## src/rtl/scoreboard_scan_ctrl_if.sv

```systemverilog
// Bundle of score, handshake and display-scan signals for scoreboard_scan_ctrl.
// master drives score_in/update_req; slave is the scan controller.
interface scoreboard_scan_ctrl_if;
  logic [7:0] score_in;
  logic       update_req;
  logic       update_ack;
  logic [7:0] score_out;
  logic       sel;
  logic [1:0] an;
  logic       frame_start;

  modport master (
    output score_in, update_req,
    input  update_ack, score_out, sel, an, frame_start
  );

  modport slave (
    input  score_in, update_req,
    output update_ack, score_out, sel, an, frame_start
  );
endinterface

```

## src/rtl/scoreboard_scan_ctrl.sv

```systemverilog
// Two-digit BCD display scanner with blanking gaps and frame-aligned score latching.
// Optional: define LEADING_ZERO_BLANK_EN to keep a zero tens digit dark.
module scoreboard_scan_ctrl #(
  parameter int unsigned TICK_DIV         = 50000,
  parameter int unsigned SHOW_TICKS       = 4,
  parameter int unsigned BLANK_TICKS      = 1,
  parameter bit          ANODE_ACTIVE_LOW = 1'b1
) (
  input  logic                  clk,
  input  logic                  reset,
  scoreboard_scan_ctrl_if.slave bus
);
  localparam int unsigned PW   = (TICK_DIV > 1) ? $clog2(TICK_DIV) : 1;
  localparam int unsigned MAXT = (SHOW_TICKS > BLANK_TICKS) ? SHOW_TICKS : BLANK_TICKS;
  localparam int unsigned CW   = (MAXT > 1) ? $clog2(MAXT) : 1;

  localparam logic [1:0]    AN_OFF     = ANODE_ACTIVE_LOW ? 2'b11 : 2'b00;
  localparam logic [PW-1:0] PRE_LAST   = PW'(TICK_DIV - 1);
  localparam logic [CW-1:0] SHOW_LAST  = CW'(SHOW_TICKS - 1);
  localparam logic [CW-1:0] BLANK_LAST = CW'(BLANK_TICKS - 1);

  typedef enum logic {
    BLANK = 1'b0,
    SHOW  = 1'b1
  } state_t;

  state_t        state, state_nxt;
  logic [PW-1:0] pre;
  logic          tick;
  logic [CW-1:0] phase, phase_nxt;
  logic          digit, digit_nxt;
  logic          pending;
  logic          boundary;
  logic          take;
  logic [1:0]    an_on;

  always_comb begin
    tick      = (pre == PRE_LAST);
    state_nxt = state;
    phase_nxt = phase;
    digit_nxt = digit;
    boundary  = 1'b0;
    if (tick) begin
      unique case (state)
        BLANK: begin
          if (phase == BLANK_LAST) begin
            state_nxt = SHOW;
            phase_nxt = '0;
          end else begin
            phase_nxt = phase + CW'(1);
          end
        end
        SHOW: begin
          if (phase == SHOW_LAST) begin
            state_nxt = BLANK;
            phase_nxt = '0;
            digit_nxt = ~digit;
            boundary  = digit;
          end else begin
            phase_nxt = phase + CW'(1);
          end
        end
      endcase
    end

    // Anodes are registered from next state so they switch on the same edge as sel.
    an_on = '0;
    if (state_nxt == SHOW) an_on = digit_nxt ? 2'b10 : 2'b01;
`ifdef LEADING_ZERO_BLANK_EN
    if (digit_nxt && (bus.score_out[7:4] == 4'h0)) an_on = '0;
`endif

    take = boundary & (pending | bus.update_req);
  end

  always_ff @(posedge clk) begin
    if (reset) begin
      pre             <= '0;
      state           <= BLANK;
      phase           <= '0;
      digit           <= 1'b0;
      pending         <= 1'b0;
      bus.sel         <= 1'b0;
      bus.an          <= AN_OFF;
      bus.score_out   <= '0;
      bus.update_ack  <= 1'b0;
      bus.frame_start <= 1'b0;
    end else begin
      pre             <= tick ? '0 : pre + PW'(1);
      state           <= state_nxt;
      phase           <= phase_nxt;
      digit           <= digit_nxt;
      bus.sel         <= digit_nxt;
      bus.an          <= an_on ^ AN_OFF;
      bus.frame_start <= boundary;
      bus.update_ack  <= take;
      pending         <= boundary ? 1'b0 : (pending | bus.update_req);
      if (take) bus.score_out <= bus.score_in;
    end
  end
endmodule

```

## src/flat_wrapper.sv

```systemverilog
// flat-port wrapper written by rule: the top's interface ports become plain ports
module scoreboard_scan_ctrl_flat 
#(
  parameter int unsigned TICK_DIV         = 50000,
  parameter int unsigned SHOW_TICKS       = 4,
  parameter int unsigned BLANK_TICKS      = 1,
  parameter bit          ANODE_ACTIVE_LOW = 1'b1
)
  (clk, reset, bus_score_in, bus_update_req, bus_update_ack, bus_score_out, bus_sel, bus_an, bus_frame_start);
  scoreboard_scan_ctrl_if bus_i ();
  input  logic clk;
  input  logic reset;
  input wire logic [$bits(bus_i.score_in)-1:0] bus_score_in;
  input wire logic [$bits(bus_i.update_req)-1:0] bus_update_req;
  output wire logic [$bits(bus_i.update_ack)-1:0] bus_update_ack;
  output wire logic [$bits(bus_i.score_out)-1:0] bus_score_out;
  output wire logic [$bits(bus_i.sel)-1:0] bus_sel;
  output wire logic [$bits(bus_i.an)-1:0] bus_an;
  output wire logic [$bits(bus_i.frame_start)-1:0] bus_frame_start;
  assign bus_i.score_in = bus_score_in;
  assign bus_i.update_req = bus_update_req;
  assign bus_update_ack = bus_i.update_ack;
  assign bus_score_out = bus_i.score_out;
  assign bus_sel = bus_i.sel;
  assign bus_an = bus_i.an;
  assign bus_frame_start = bus_i.frame_start;
  scoreboard_scan_ctrl #(.TICK_DIV(TICK_DIV), .SHOW_TICKS(SHOW_TICKS), .BLANK_TICKS(BLANK_TICKS), .ANODE_ACTIVE_LOW(ANODE_ACTIVE_LOW)) u_core (.clk(clk), .reset(reset), .bus(bus_i));
endmodule
```

## config.mk

```make
export PLATFORM = sky130hd
export DESIGN_NAME = scoreboard_scan_ctrl_flat
export DESIGN_NICKNAME = d
export VERILOG_FILES = /design/src/rtl/scoreboard_scan_ctrl_if.sv /design/src/rtl/scoreboard_scan_ctrl.sv /design/src/flat_wrapper.sv
export SDC_FILE = /design/constraint.sdc
export NUM_CORES = 1
export LEC_CHECK = 0
export BUFFER_PORTS_ARGS = -buffer_cell sky130_fd_sc_hd__buf_2
export CAP_MARGIN = 15
export CORE_UTILIZATION = 30
export CTS_BUF_LIST = sky130_fd_sc_hd__clkbuf_4
export CTS_CLUSTER_DIAMETER = 120
export DETAILED_ROUTE_END_ITERATION = 8
export SKIP_LAST_GASP = 1
export SYNTH_ARGS = -nofsm -noshare
export SYNTH_HDL_FRONTEND = slang
export SYNTH_SLANG_ARGS = --single-unit
export TNS_END_PERCENT = 5
```

## constraint.sdc

```tcl
create_clock -name clk -period 2.2 [get_ports clk]
set_input_delay 0.44 -clock clk [delete_from_list [all_inputs] [get_ports clk]]
set_output_delay 0.44 -clock clk [all_outputs]
set_load 0.005 [all_outputs]
```

; ---- Word level (Yosys, flattened, before mapping)
; Index checks and enable logic that the tools add are counted.
[totals]
romBits = 0
memories = 0
ff_bits = 33
word_cells = 36
out_inout_bits = 13
latchBits = 0
ram_bits = 0
[classes]
addsub = 2
muxes = 15
bitwise_logic = 5
reduce_logical = 3
div_mod_pow = 0
shifts = 0
n_mul = 0
magnitude_cmp = 0
eq_ne = 2
[ops]
columns = cell, count
row1 = 16-bit by 1-bit adder with 16-bit output (second input constant), 1
row2 = 16-bit == test (second input constant), 1
row3 = 1-bit two-way mux, 9
row4 = 2-bit two-way mux, 4
row5 = 2-bit case mux with 2 select lines, 1
row6 = 2-bit OR reduction, 2
row7 = 2-bit by 1-bit adder with 2-bit output (second input constant), 1
row8 = 2-bit == test (second input constant), 1
row9 = 2-bit logical NOT, 1
row10 = 1-bit inverter, 2
row11 = 2-bit inverter, 1
row12 = 1-bit case mux with 2 select lines, 1
row13 = 1-bit AND, 1
row14 = 1-bit OR, 1

; ---- Depth between registers and ports, before layout
[logic_depth]
ltp_word = 7
ltp_mapped = 7
depth_no_buf = 6

; ---- Worst setup path after synthesis
; Ideal clock, no wire load.
[synth_path]
path_kind = flip-flop to flip-flop
startpoint = register u_core.pre[0]
endpoint = register u_core.bus.an[1]
required_ps = 2086
t_arrival_ps = 1616
path_stages_with_launch = 6
setup_slack_ps = 469
n_path_buf = 0
path_cell_list = dfxtp_1 -> ha_1 -> nand3_2 -> nand4b_4 -> or4b_1 -> a21bo_1
[synth_between]
elab_chain_len = 5
elab_cells_between_ends = 6
[synth_lines]
columns = item, line
row1 = start: declaration, scoreboard_scan_ctrl.sv:28  ; logic [PW-1:0] pre;
row2 = start signal: assignment, scoreboard_scan_ctrl.sv:89  ; pre <= tick ? '0 : pre + PW'(1);
row3 = 16-bit == test (*), scoreboard_scan_ctrl.sv:38  ; tick = (pre == PRE_LAST);
row4 = 1-bit two-way mux, scoreboard_scan_ctrl.sv:43  ; if (tick) begin
row5 = 2-bit two-way mux, scoreboard_scan_ctrl.sv:68  ; if (state_nxt == SHOW) an_on = digit_nxt ? 2'b10 : 2'b01;
row6 = 2-bit two-way mux (*), scoreboard_scan_ctrl.sv:68
row7 = 2-bit inverter (no source line) (*), n/a
row8 = end signal: assignment, scoreboard_scan_ctrl.sv:94  ; bus.an <= an_on ^ AN_OFF;
row9 = end: declaration, scoreboard_scan_ctrl_if.sv:19  ; output update_ack, score_out, sel, an, frame_start
; Every way passes the cells marked *; elsewhere a longest branch is shown, timed or not.
; A chain may end at the register's enable or synchronous reset.

; ---- Final worst setup path
[layout_path]
startpoint = register u_core.phase[0]
endpoint = register u_core.bus.score_out[1]
[layout_between]
elab_chain_len = 5
[layout_lines]
columns = item, line
row1 = start: declaration, scoreboard_scan_ctrl.sv:30  ; logic [CW-1:0] phase, phase_nxt;
row2 = start signal: assignment, scoreboard_scan_ctrl.sv:91  ; phase <= phase_nxt;
row3 = 2-bit == test, scoreboard_scan_ctrl.sv:54  ; if (phase == SHOW_LAST) begin
row4 = 1-bit two-way mux, scoreboard_scan_ctrl.sv:54
row5 = 1-bit two-way mux, scoreboard_scan_ctrl.sv:44  ; unique case (state)
row6 = 1-bit two-way mux, scoreboard_scan_ctrl.sv:43
row7 = 1-bit AND, scoreboard_scan_ctrl.sv:73  ; take = boundary & (pending | bus.update_req);
row8 = end signal: assignment, scoreboard_scan_ctrl.sv:98  ; if (take) bus.score_out <= bus.score_in;
row9 = end: declaration, scoreboard_scan_ctrl_if.sv:19
; Every way passes these cells.

==> summary.txt <==
status - complete, no violations
Filler Cell Count - 519
Most Frequent Cell on Critical Path - ha_1
# setup viols final - 0
initial antenna violation count - 0
worst setup path startpoint - u_core.phase[0]
Syn Nets - 182
crit-path max cell delay - 0.40 ns
CTS Hold Bufs - 0
cells after synthesis - 166
slowest CP cell - dfxtp_1
Post-route DRC - 0
Clock transition at path regs - 0.10 ns
top_reg_cell synth - dfxtp_1
RR Startpoint - u_core.phase[0]
DRT Pass-1 Iters - 4
Avg Synthesized Cell Area - 9.037 um^2
antenna-violating nets left - 0
die area - 5287 um^2
startpoint types - flip-flop
Worst R2R Path Depth - 6
drt first-iter violations - 59
slew at the pin closest to its max-slew limit - 0.3547 ns
CTS tree - done
fraction of layout cells with a size suffix above 1 - 21.03%
Max Cap Viol - 0
Die H - 72.72 um
most common cell in the netlist - dfxtp_1
number of enable flip-flop cells after synthesis - 0
fin crit share - 83.00%
reg-to-reg endpoint - u_core.bus.score_out[1]
Data required, critical path - 2.43 ns
flop-to-flop setup slack - 0.37 ns
Hold Crit Depth - 3
Max Slew Vio Count - 0
later-pin clock latency in the skew report - 0.34 ns
vias - 1263
final antenna diode count - 0
Yosys top cell by area - dfxtp_1
Initial Util - 31.55%
top cell type's share of synthesized area - 44.04%
RePlAce Congestion - 0.7595
Ports - 24
Setup TNS - 0 ns
routed wire length - 3056 um
die width - 72.72 um
Final Skew - 0.006109 ns
CP Data Arrival Time - 2.06 ns
number of global-route vias before repair - 1113
CP Class - reg2reg
mean routed wirelength per cell - 11.66 um
fin crit period - 1.826 ns
Post-Syn Area - 1500 um^2
sequential share of the synthesized area - 44.04%
synth unique cells - 36
Reg area - 660.6 um^2
Slew HR - 76.28%
grt ovf - 0
Layout Nets - 210
synth warn - 0
CP Depth - 6
hold path startpoint - bus_score_in[7]
Rows - 25
first-pass GRT wire length - 5188 um
worst-path fanout max - 8
# H-tree levels - 2
FFs w/ async S/R, synth - 0%
placed wire-length estimate - 2131 um
Static Leak - 0.6692 nW
root buf cell - clkbuf_4
top post-synthesis cells by area - dfxtp_1 (44%), xnor2_1 (6.4%), nand4_1 (5.4%)
power per cell area - 608.9 nW/um^2
area growth from synthesis to layout - 19.68%
Seq cells post-synth - 33
vias per cell - 4.821
CTS sink count - 33
input/output buffers - 23
GRT Util Overall - 13.03%
crit-path cells - ha_1, ha_1, o211a_1, nand4_1, o21ai_0, a21oi_1
Hold WC Path Type - in2reg
clock buffer depth - 2
Multi-input gate area - 784.5 um^2
largest net degree at the start of global routing - 17
setup repair bufs after CTS - 0
Buffers & Inverters on Critical Path - 0
CP endpoint kind - flip-flop
CORE AREA - 4755 um^2
PostCTS Resize Cnt - 0
RSZ-0062 raised after global routing - no
CTS buffer count - 5
FMAX - 547.6 MHz
family with the most delay on the worst path - compound AO/OA/AOI/OAI gates
endpoints failing hold - 0
Max VDD drop - 376.9 uV
top cells by count, synth - dfxtp_1 (33), nor2_1 (18), nand4_1 (13), a21oi_1 (12)
Min-Delay Endpoint - u_core.bus.score_out[7]
hold_ws - 0.3387 ns
through the flow:
stage	area (um^2)	worst slack (ns)	power (mW)	utilization [%]	cells
floorplan	1500	0.4692	0.6372	-	166
global placement	1717	0.4105	0.6554	36.11	254
detailed placement	1717	0.3651	0.6552	36.11	254
CTS	1795	0.3363	1.110	37.76	262
global route	1795	0.1529	1.139	37.76	262
finish	1795	0.3739	1.093	37.76	262
kinds of logic after synthesis:
family	count (synthesis)	share of synthesized area, %
and+or+nand+nor	68	27.52
DFF	33	44.04
buffers and inverters	14	3.670
AOI/OAI and AO/OA	32	12.43
xor gates and xnor gates	14	8.174
adders and majority gates	5	4.170
worst max-delay path by stage:
stage | slack (ns) | to
after floorplan | 0.47 | u_core.bus.an[1]
after global placement | 0.41 | u_core.bus.score_out[5]
after detailed placement | 0.37 | u_core.bus.score_out[1]
after CTS | 0.34 | u_core.bus.score_out[1]
after global routing | 0.15 | u_core.bus.score_out[0]
final | 0.37 | u_core.bus.score_out[1]
worst min-delay path: cells and delay by family:
| kind | cells | cell delay, ns |
|---|---|---|
| and+or+nand+nor | 1 | 0.06 |
| buffers and inverters | 1 | 0.09 |
| AOI/OAI and AO/OA | 1 | 0.06 |
layout make-up:
type | count | share of cell area (%)
clock inverters | 3 | 2.300
repair buffers | 27 | 8.780
well taps | 67 | 4.669
multi-input cells | 119 | 43.69
flip-flops and latches | 33 | 36.79
clock buffers | 5 | 2.091
inverters | 8 | 1.672
registers in the layout, indices dropped and copies added (netlist names), named ones only:
name	count
u_core.bus.score_out	8
u_core.bus.frame_start	1
u_core.pending	1
u_core.phase	2
u_core.bus.an	2
u_core.pre	16
u_core.digit	1
u_core.bus.update_ack	1
cell usage in the layout, fill, tap and decap left out, types with 2 or more instances in the layout:
master	synthesis	layout
a31oi_1	2	2
nor2_1	18	18
a21oi_1	12	12
nand2_1	5	5
ha_1	5	5
dfxtp_1	33	33
clkbuf_4	0	5
nand3_1	5	5
o21ai_0	11	11
nand2b_1	2	2
xnor2_1	11	11
nor4_1	6	6
nand4_1	13	13
buf_4	0	3
xor2_1	3	3
nor3_1	7	7
buf_2	2	23
inv_1	8	8
routing by layer:
layer,vias to the layer above,track usage (%),share of wire [%]
met5,-,0,0
met4,0,4.575,1.5
met3,7,5.525,5.3
li1,654,-,-
met2,26,19.73,45
met1,576,16.58,49
report_power, final:
| group | total, mW | internal, mW | switching [mW] |
|---|---|---|---|
| logic | 0.0335 | 0.0162 | 0.0174 |
| registers | 0.608 | 0.603 | 0.00521 |
| clock network | 0.451 | 0.235 | 0.216 |
(Power assumes the default switching activity.)
